### src/rtl/freq_period_meter.sv
// Measures rise-to-rise period and rise-to-fall high time of an asynchronous
// waveform in reference clk cycles; feeds the ADPLL period-error path.
module freq_period_meter #(
  parameter int unsigned CNT_W       = 8,
  parameter int unsigned SYNC_STAGES = 2
) (
  input  logic             clk,
  input  logic             reset,
  input  logic             en,
  input  logic             sig_in,
  output logic [CNT_W-1:0] period,
  output logic [CNT_W-1:0] high_time,
  output logic             meas_valid,
  output logic             overflow,
  output logic             stable
);

  localparam logic [CNT_W-1:0] CNT_MAX = '1;

  typedef enum logic [1:0] {
    ST_IDLE,
    ST_ARMED,
    ST_MEASURE
  } state_t;

  logic [SYNC_STAGES-1:0] r_sync;
  logic                   r_s_d;
  logic                   r_rise;
  logic                   r_fall;
  logic                   w_s;

  state_t                 r_state,   w_state;
  logic [CNT_W-1:0]       r_cnt,     w_cnt;
  logic [CNT_W-1:0]       r_period,  w_period;
  logic [CNT_W-1:0]       r_high,    w_high;
  logic [CNT_W-1:0]       r_prev,    w_prev;
  logic                   r_valid,   w_valid;
  logic                   r_ovf,     w_ovf;
  logic                   r_stable,  w_stable;
  logic                   r_hi_seen, w_hi_seen;

  assign w_s = r_sync[SYNC_STAGES-1];

  // Synchroniser and registered edge detect; the extra edge stage gives the
  // SYNC_STAGES+1 latency from sampled rise to meas_valid.
  always_ff @(posedge clk or posedge reset) begin
    if (reset) begin
      r_sync <= '0;
      r_s_d  <= 1'b0;
      r_rise <= 1'b0;
      r_fall <= 1'b0;
    end else begin
      r_sync <= {r_sync[SYNC_STAGES-2:0], sig_in};
      r_s_d  <= w_s;
      r_rise <= w_s & ~r_s_d;
      r_fall <= ~w_s & r_s_d;
    end
  end

  // State and measurement registers.
  always_ff @(posedge clk or posedge reset) begin
    if (reset) begin
      r_state   <= ST_IDLE;
      r_cnt     <= '0;
      r_period  <= '0;
      r_high    <= '0;
      r_prev    <= '0;
      r_valid   <= 1'b0;
      r_ovf     <= 1'b0;
      r_stable  <= 1'b0;
      r_hi_seen <= 1'b0;
    end else begin
      r_state   <= w_state;
      r_cnt     <= w_cnt;
      r_period  <= w_period;
      r_high    <= w_high;
      r_prev    <= w_prev;
      r_valid   <= w_valid;
      r_ovf     <= w_ovf;
      r_stable  <= w_stable;
      r_hi_seen <= w_hi_seen;
    end
  end

  // Next-state and measurement update; a rise takes priority over saturation.
  always_comb begin
    w_state   = r_state;
    w_cnt     = r_cnt;
    w_period  = r_period;
    w_high    = r_high;
    w_prev    = r_prev;
    w_valid   = 1'b0;
    w_ovf     = r_ovf;
    w_stable  = r_stable;
    w_hi_seen = r_hi_seen;

    if (!en) begin
      w_state  = ST_IDLE;
      w_cnt    = '0;
      w_stable = 1'b0;
    end else begin
      case (r_state)
        ST_IDLE: begin
          w_cnt   = '0;
          w_state = ST_ARMED;
        end
        ST_ARMED: begin
          if (r_rise) begin
            w_cnt     = CNT_W'(1);
            w_hi_seen = 1'b0;
            w_state   = ST_MEASURE;
          end
        end
        ST_MEASURE: begin
          if (r_rise) begin
            w_period  = r_cnt;
            w_valid   = 1'b1;
            w_cnt     = CNT_W'(1);
            w_stable  = (r_cnt == r_prev);
            w_prev    = r_cnt;
            w_ovf     = 1'b0;
            w_hi_seen = 1'b0;
          end else if (r_cnt == CNT_MAX) begin
            w_ovf    = 1'b1;
            w_stable = 1'b0;
            w_cnt    = '0;
            w_state  = ST_ARMED;
          end else begin
            w_cnt = r_cnt + CNT_W'(1);
            if (r_fall && !r_hi_seen) begin
              w_high    = r_cnt;
              w_hi_seen = 1'b1;
            end
          end
        end
        default: w_state = ST_IDLE;
      endcase
    end
  end

  assign period     = r_period;
  assign high_time  = r_high;
  assign meas_valid = r_valid;
  assign overflow   = r_ovf;
  assign stable     = r_stable;

endmodule

### config.mk
export PLATFORM = sky130hd
export DESIGN_NAME = freq_period_meter
export DESIGN_NICKNAME = d
export VERILOG_FILES = /design/src/rtl/freq_period_meter.sv
export SDC_FILE = /design/constraint.sdc
export NUM_CORES = 1
export LEC_CHECK = 0
export CORE_MARGIN = 2
export CORE_UTILIZATION = 25
export CTS_BUF_LIST = sky130_fd_sc_hd__clkbuf_8
export DETAILED_ROUTE_END_ITERATION = 8
export PLACE_DENSITY_LB_ADDON = 0.2
export SLEW_MARGIN = 20
export SYNTH_ARGS = -nofsm -noshare
export SYNTH_HDL_FRONTEND = slang
export SYNTH_SLANG_ARGS = --single-unit
### constraint.sdc
create_clock -name clk -period 2.34 [get_ports clk]
set_input_delay 0.351 -clock clk [delete_from_list [all_inputs] [get_ports clk]]
set_output_delay 0.351 -clock clk [all_outputs]
set_load 0.02 [all_outputs]
==> results.json, run 1 <==
{
  "cts-resized-gates": 0,
  "maxSlewViolCount": 0,
  "fmax_mhz": 498,
  "wl_per_cell_um": 13.7,
  "routed-via-count": 1262,
  "final_antenna_net_count": 0,
  "dr.pass1.iters": 6,
  "worstSetupPathType": "reg -> reg",
  "layout_common_cells": "35 x dfrtp_1, 30 x nand2_1, 22 x clkdlybuf4s50_1, 10 x xnor2_1, 9 x buf_4",
  "syn_avg_cell_area_sq_um": 10.3,
  "port_buffers": 22,
  "cts_setup_buffers": 0,
  "syn_inst": 162,
  "worst-path-max-fanout": 9,
  "core-area_sq_um": 6420,
  "drive_gt1_share_pct": 14.9,
  "chipHeight_um": 85.8,
  "clkSlewWorstSetupHoldPaths_ns": 0.08,
  "grt_pass1_vias": 1239,
  "hold_viol_final": 0,
  "cts_hold_buf": 0,
  "grt_pass1_wl_um": 6280,
  "dp_hpwl_um": 2570,
  "hp-class": "reg -> reg",
  "fin_crit_sh_pct": 85.9,
  "fin_ws_ns": 0.330,
  "drt_iter0_markers": 123,
  "clockRootBuffer": "clkbuf_8",
  "cts-htree-levels": 2,
  "syn-cell-area_sq_um": 1670,
  "pin_count": 23,
  "fin_area_sq_um": 2110,
  "setup_tns_ns": 0,
  "cts_tree": "yes",
  "worst_setup_path_start_kind": "flip-flop",
  "rsz0062_at_grt": "no",
  "numCtsBuffers": 5,
  "required_ns": 2.52,
  "wl_um": 3710,
  "gp_congestion": 0.770,
  "power_density_nw_per_um2": 714,
  "start_util_pct": 26.0,
  "final_nets": 202,
  "pre_cts_ws_ns": 0.161,
  "synth_seq_cells": 35,
  "worst_pin_slew_ns": 0.529,
  "outcome": "completed",
  "maxCapViolCount": 0,
  "setup_viol": 0,
  "clock_path_buffers": 2,
  "power_leakage_uw": 0.000919,
  "clock_latency_ns": 0.30,
  "die-area_sq_um": 7360,
  "clock_skew_ns": 0.00643,
  "timing.slew.headroom_pct": 64.2,
  "area_growth_pct": 26.3,
  "die_w_um": 85.8,
  "track_usage_pct": 11.0,
  "yosysSeqAreaShare_pct": 52.4,
  "crit_arrival_ns": 2.19,
  "placed_area_sq_um": 2020,
  "vias_per_cell": 4.66,
  "cts.sinks": 35,
  "antenna_found_initial": 0,
  "drc": 0,
  "row_count": 29,
  "overflow": 0,
  "critPathCaptureType": "flip-flop",
  "ir_drop_uv": 329,
  "fin_crit_ns": 2.01,
  "fill_cells": 663,
  "final_common_cell": "dfrtp_1",
  "grt_max_degree": 36,
  "yosys.cell_types.count": 36,
  "synth_nets": 171,
  "diodes": 0,
  "synth_warnings": 0
}
==> per-stage QoR <==
step | total power, uW | hold slack (ns) | utilization [%] | cells
finish | 1510 | 0.351 | 32.9 | 271
global placement | 1060 | 0.334 | 31.4 | 263
detailed placement | 1060 | 0.338 | 31.4 | 263
floorplan | 928 | 0.331 | - | 162
global route | 1600 | 0.357 | 32.9 | 271
CTS | 1530 | 0.356 | 32.9 | 271
==> registers in the layout, indices dropped and copies added (netlist names) <==
name	flops
meas_valid	1
high_time	8
r_hi_seen	1
r_cnt	8
r_prev	8
r_sync	2
stable	1
r_s_d	1
overflow	1
r_rise	1
r_state	2
r_fall	1
==> critical path: stages, from the launching register on <==
cell and delay, ns:
dfrtp_1 0.48, ha_1 0.29, nand4_1 0.15, nor2_1 0.12
nor3_4 0.46, mux2_2 0.39
==> cells by family after synthesis <==
group	Yosys count	synth area share (%)
simple gates	66	20.0
mux	8	5.39
flops	35	52.4
fa+ha+maj	5	3.74
buf+inv	14	3.82
xor+xnor	10	5.24
compound gates	24	9.43
==> where the power goes <==
part           total [uW]  internal [uW]  switching (uW)
logic                 373            156             217
clock network         462            213             249
registers             673            642            30.6
total                1510           1010             497
==> Yosys cell counts <==
cell	n	area share, %
nor2_1	7	1.6
and3b_4	1	0.75
mux2_2	8	5.4
a31o_2	1	0.52
nor2b_1	2	0.75
o311a_1	1	0.60
buf_6	1	0.67
xnor2_1	10	5.2
nand4b_1	2	1.0
or4_1	2	0.90
clkbuf_1	3	0.67
nor4b_1	1	0.52
o211ai_1	1	0.45
a31oi_1	3	1.1
buf_2	3	0.90
o21ai_0	8	2.4
nand4_1	4	1.5
a211oi_1	1	0.45
a21oi_1	3	0.90
clkinv_1	1	0.22
nand2_1	30	6.7
and3_1	1	0.37
nand2b_1	1	0.37
dfrtp_1	35	52
ha_1	5	3.7
nor3_1	4	1.2
inv_1	6	1.3
nor3_4	1	0.97
o31ai_1	2	0.90
o41ai_1	1	0.52
nand3b_1	1	0.45
a22o_1	2	1.0
or2_1	1	0.37
or2_2	1	0.37
nand3_1	7	2.1
a32oi_1	1	0.52
==> routing by layer <==
layer,GRT usage [%],wire (um)
met5,0,0
met3,3.27,198
met4,3.90,62
met1,15.0,1820
met2,16.6,1630
==> final timing paths <==
path	from	end	slack, ns	cells after the start
max in group asynchronous	reset	r_cnt[6]$_DFFE_PP0P_	1.57	3
min in group asynchronous	reset	r_cnt[3]$_DFFE_PP0P_	0.44	3
setup reg to reg	r_cnt[1]$_DFFE_PP0P_	high_time[0]$_DFFE_PP0P_	0.33	5
setup / recovery	r_cnt[1]$_DFFE_PP0P_	high_time[0]$_DFFE_PP0P_	0.33	5
hold reg to reg	r_sync[0]$_DFF_PP0_	r_sync[1]$_DFF_PP0_	0.35	0
hold / removal	r_sync[0]$_DFF_PP0_	r_sync[1]$_DFF_PP0_	0.35	0
==> layout make-up <==
type,count,area [sq um],area share (%)
inverters,7,26.3,1.24
clock buffers,5,68.8,3.26
well taps,77,96.3,4.56
clock inverters,3,23.8,1.13
repair buffers,31,288,13.6
flip-flops and latches,35,876,41.5
multi-input cells,113,732,34.7
(Power assumes the default switching activity.)
==> run 2, diff against run 1 <==
Settings changed: SETUP_SLACK_MARGIN set to 0.3.
==> run 2 against run 1 <==
Effect of this change: highest routed layer unchanged; maximum frequency grew 1.8%; die area is the same; final area is 1.7% higher; critical path depth up 1; clock-buffer cell count stayed put; flip-flop and latch count is the same; global-route usage stayed put; critical endpoint unchanged; clock power barely moved.
==> results.json, run 2 (synthesis results as in run 1) <==
{
  "core-area_sq_um": 6420,
  "diodes": 0,
  "routed-via-count": 1282,
  "die-area_sq_um": 7360,
  "fin_ws_ns": 0.366,
  "holdWs_ns": 0.352,
  "vias_per_cell": 4.70,
  "required_ns": 2.52,
  "wl_um": 3790,
  "row_count": 29,
  "start_util_pct": 26.0,
  "clock_skew_ns": 0.00665,
  "power_leakage_uw": 0.000929,
  "dr.pass1.iters": 6,
  "critPathTopFamily": "simple AND/OR/NAND/NOR gates",
  "fin_area_sq_um": 2150,
  "numCtsBuffers": 5,
  "dp_hpwl_um": 2570,
  "drive_gt1_share_pct": 17.3,
  "worst_setup_path_start_kind": "flip-flop",
  "setup_viol": 0,
  "reg2reg_from": "r_state[0]$_DFFE_PP0P_",
  "hold_viol_final": 0,
  "power_density_nw_per_um2": 709,
  "rsz0062_at_grt": "yes",
  "gp_congestion": 0.770,
  "drc": 0,
  "layout_common_cells": "35 x dfrtp_1, 30 x nand2_1, 22 x clkdlybuf4s50_1, 10 x xnor2_1, 10 x buf_4",
  "drt_iter0_markers": 98,
  "timing.critical_path.buf_inv": 2,
  "cts-htree-levels": 2,
  "worst-path-max-fanout": 6,
  "fin_crit_sh_pct": 84.4,
  "pin_count": 23,
  "clock_path_buffers": 2,
  "antenna_found_initial": 0,
  "worst_pin_slew_ns": 0.459,
  "area_growth_pct": 28.4,
  "hp-class": "reg -> reg",
  "port_buffers": 22,
  "cpMaxStageDelayCell": "dfrtp_1",
  "startpoint": "r_state[0]$_DFFE_PP0P_",
  "cts.sinks": 35,
  "track_usage_pct": 11.0,
  "fin_crit_ns": 1.97,
  "crit_arrival_ns": 2.16,
  "grt_max_degree": 36,
  "placed_area_sq_um": 2020,
  "worstSetupPathType": "reg -> reg",
  "wl_per_cell_um": 13.9,
  "cp_cell_sequence": "inv_1 > ha_1 > nand4b_1 > nor3_4 > buf_4 > mux2_2",
  "final_common_cell": "dfrtp_1",
  "fmax_mhz": 507,
  "grt_pass1_vias": 1239,
  "slowest_delay_ns": 0.42,
  "critPathCaptureType": "flip-flop",
  "grt_pass1_wl_um": 6280,
  "reg2reg_depth": 6,
  "cts_tree": "yes",
  "reg2reg_to": "high_time[0]$_DFFE_PP0P_",
  "worstHoldPathCells": 0,
  "pre_cts_ws_ns": 0.161,
  "clkSlewWorstSetupHoldPaths_ns": 0.07,
  "outcome": "completed",
  "ir_drop_uv": 345,
  "chipHeight_um": 85.8,
  "clockRootBuffer": "clkbuf_8",
  "timing.slew.headroom_pct": 69.4,
  "final_nets": 204,
  "overflow": 0,
  "setup_tns_ns": 0,
  "worst-path-stages": 6,
  "r2r_setup_slack_ns": 0.37,
  "final_antenna_net_count": 0,
  "endpoint": "high_time[0]$_DFFE_PP0P_",
  "die_w_um": 85.8,
  "clock_latency_ns": 0.30,
  "maxCapViolCount": 0,
  "maxSlewViolCount": 0
}
## run 2: per-layer routing
metal  up-vias  wire length (um)  track usage, %
met5         -                 0               0
met4         0                60            3.90
met3         5               215            3.27
met2        42              1730            16.6
met1       600              1790            15.0
li1        635                 -               -
## run 2: cell type report
cell class	instances	area (sq um)
Clock buffer	5	68.8
Clock inverter	3	23.8
Fill cell	660	4280
Inverter	7	26.3
Multi-Input combinational cell	114	759
Sequential cell	35	876
Tap cell	77	96.3
Timing Repair Buffer	32	295
## run 2: what timing repair did
action                                  in CTS  in global routing
endpoints found under the setup margin       0                 14
setup buffers                                0                  1
gates resized for setup                      0                  4
hold buffers                                 0                  0
## run 2: worst min-delay path by stage
stage | from | endpoint | slack (ns)
global route | r_sync[0]$_DFF_PP0_ | r_sync[1]$_DFF_PP0_ | 0.36
CTS | r_sync[0]$_DFF_PP0_ | r_sync[1]$_DFF_PP0_ | 0.36
global placement | r_sync[0]$_DFF_PP0_ | r_sync[1]$_DFF_PP0_ | 0.33
detailed placement | r_sync[0]$_DFF_PP0_ | r_sync[1]$_DFF_PP0_ | 0.34
floorplan | r_sync[0]$_DFF_PP0_ | r_sync[1]$_DFF_PP0_ | 0.33
finish | r_sync[0]$_DFF_PP0_ | r_sync[1]$_DFF_PP0_ | 0.35
## run 2: worst register-to-register path, stage by stage, from the launching register on
cell      delay [ns]
dfrtp_1         0.42
inv_1           0.11
ha_1            0.28
nand4b_1        0.30
nor3_4          0.23
buf_4           0.18
mux2_2          0.34
## run 2: power by group
part,internal (uW),switching [uW]
combinational,163,222
sequential,642,31.9
clock,213,250
total,1020,504
## run 2: per-stage QoR
step | utilization [%] | total power (uW) | cells
after global placement | 31.4 | 1060 | 263
final | 33.4 | 1520 | 273
after global routing | 33.4 | 1620 | 273
after detailed placement | 31.4 | 1060 | 263
after floorplan | - | 928 | 162
after CTS | 32.9 | 1530 | 271
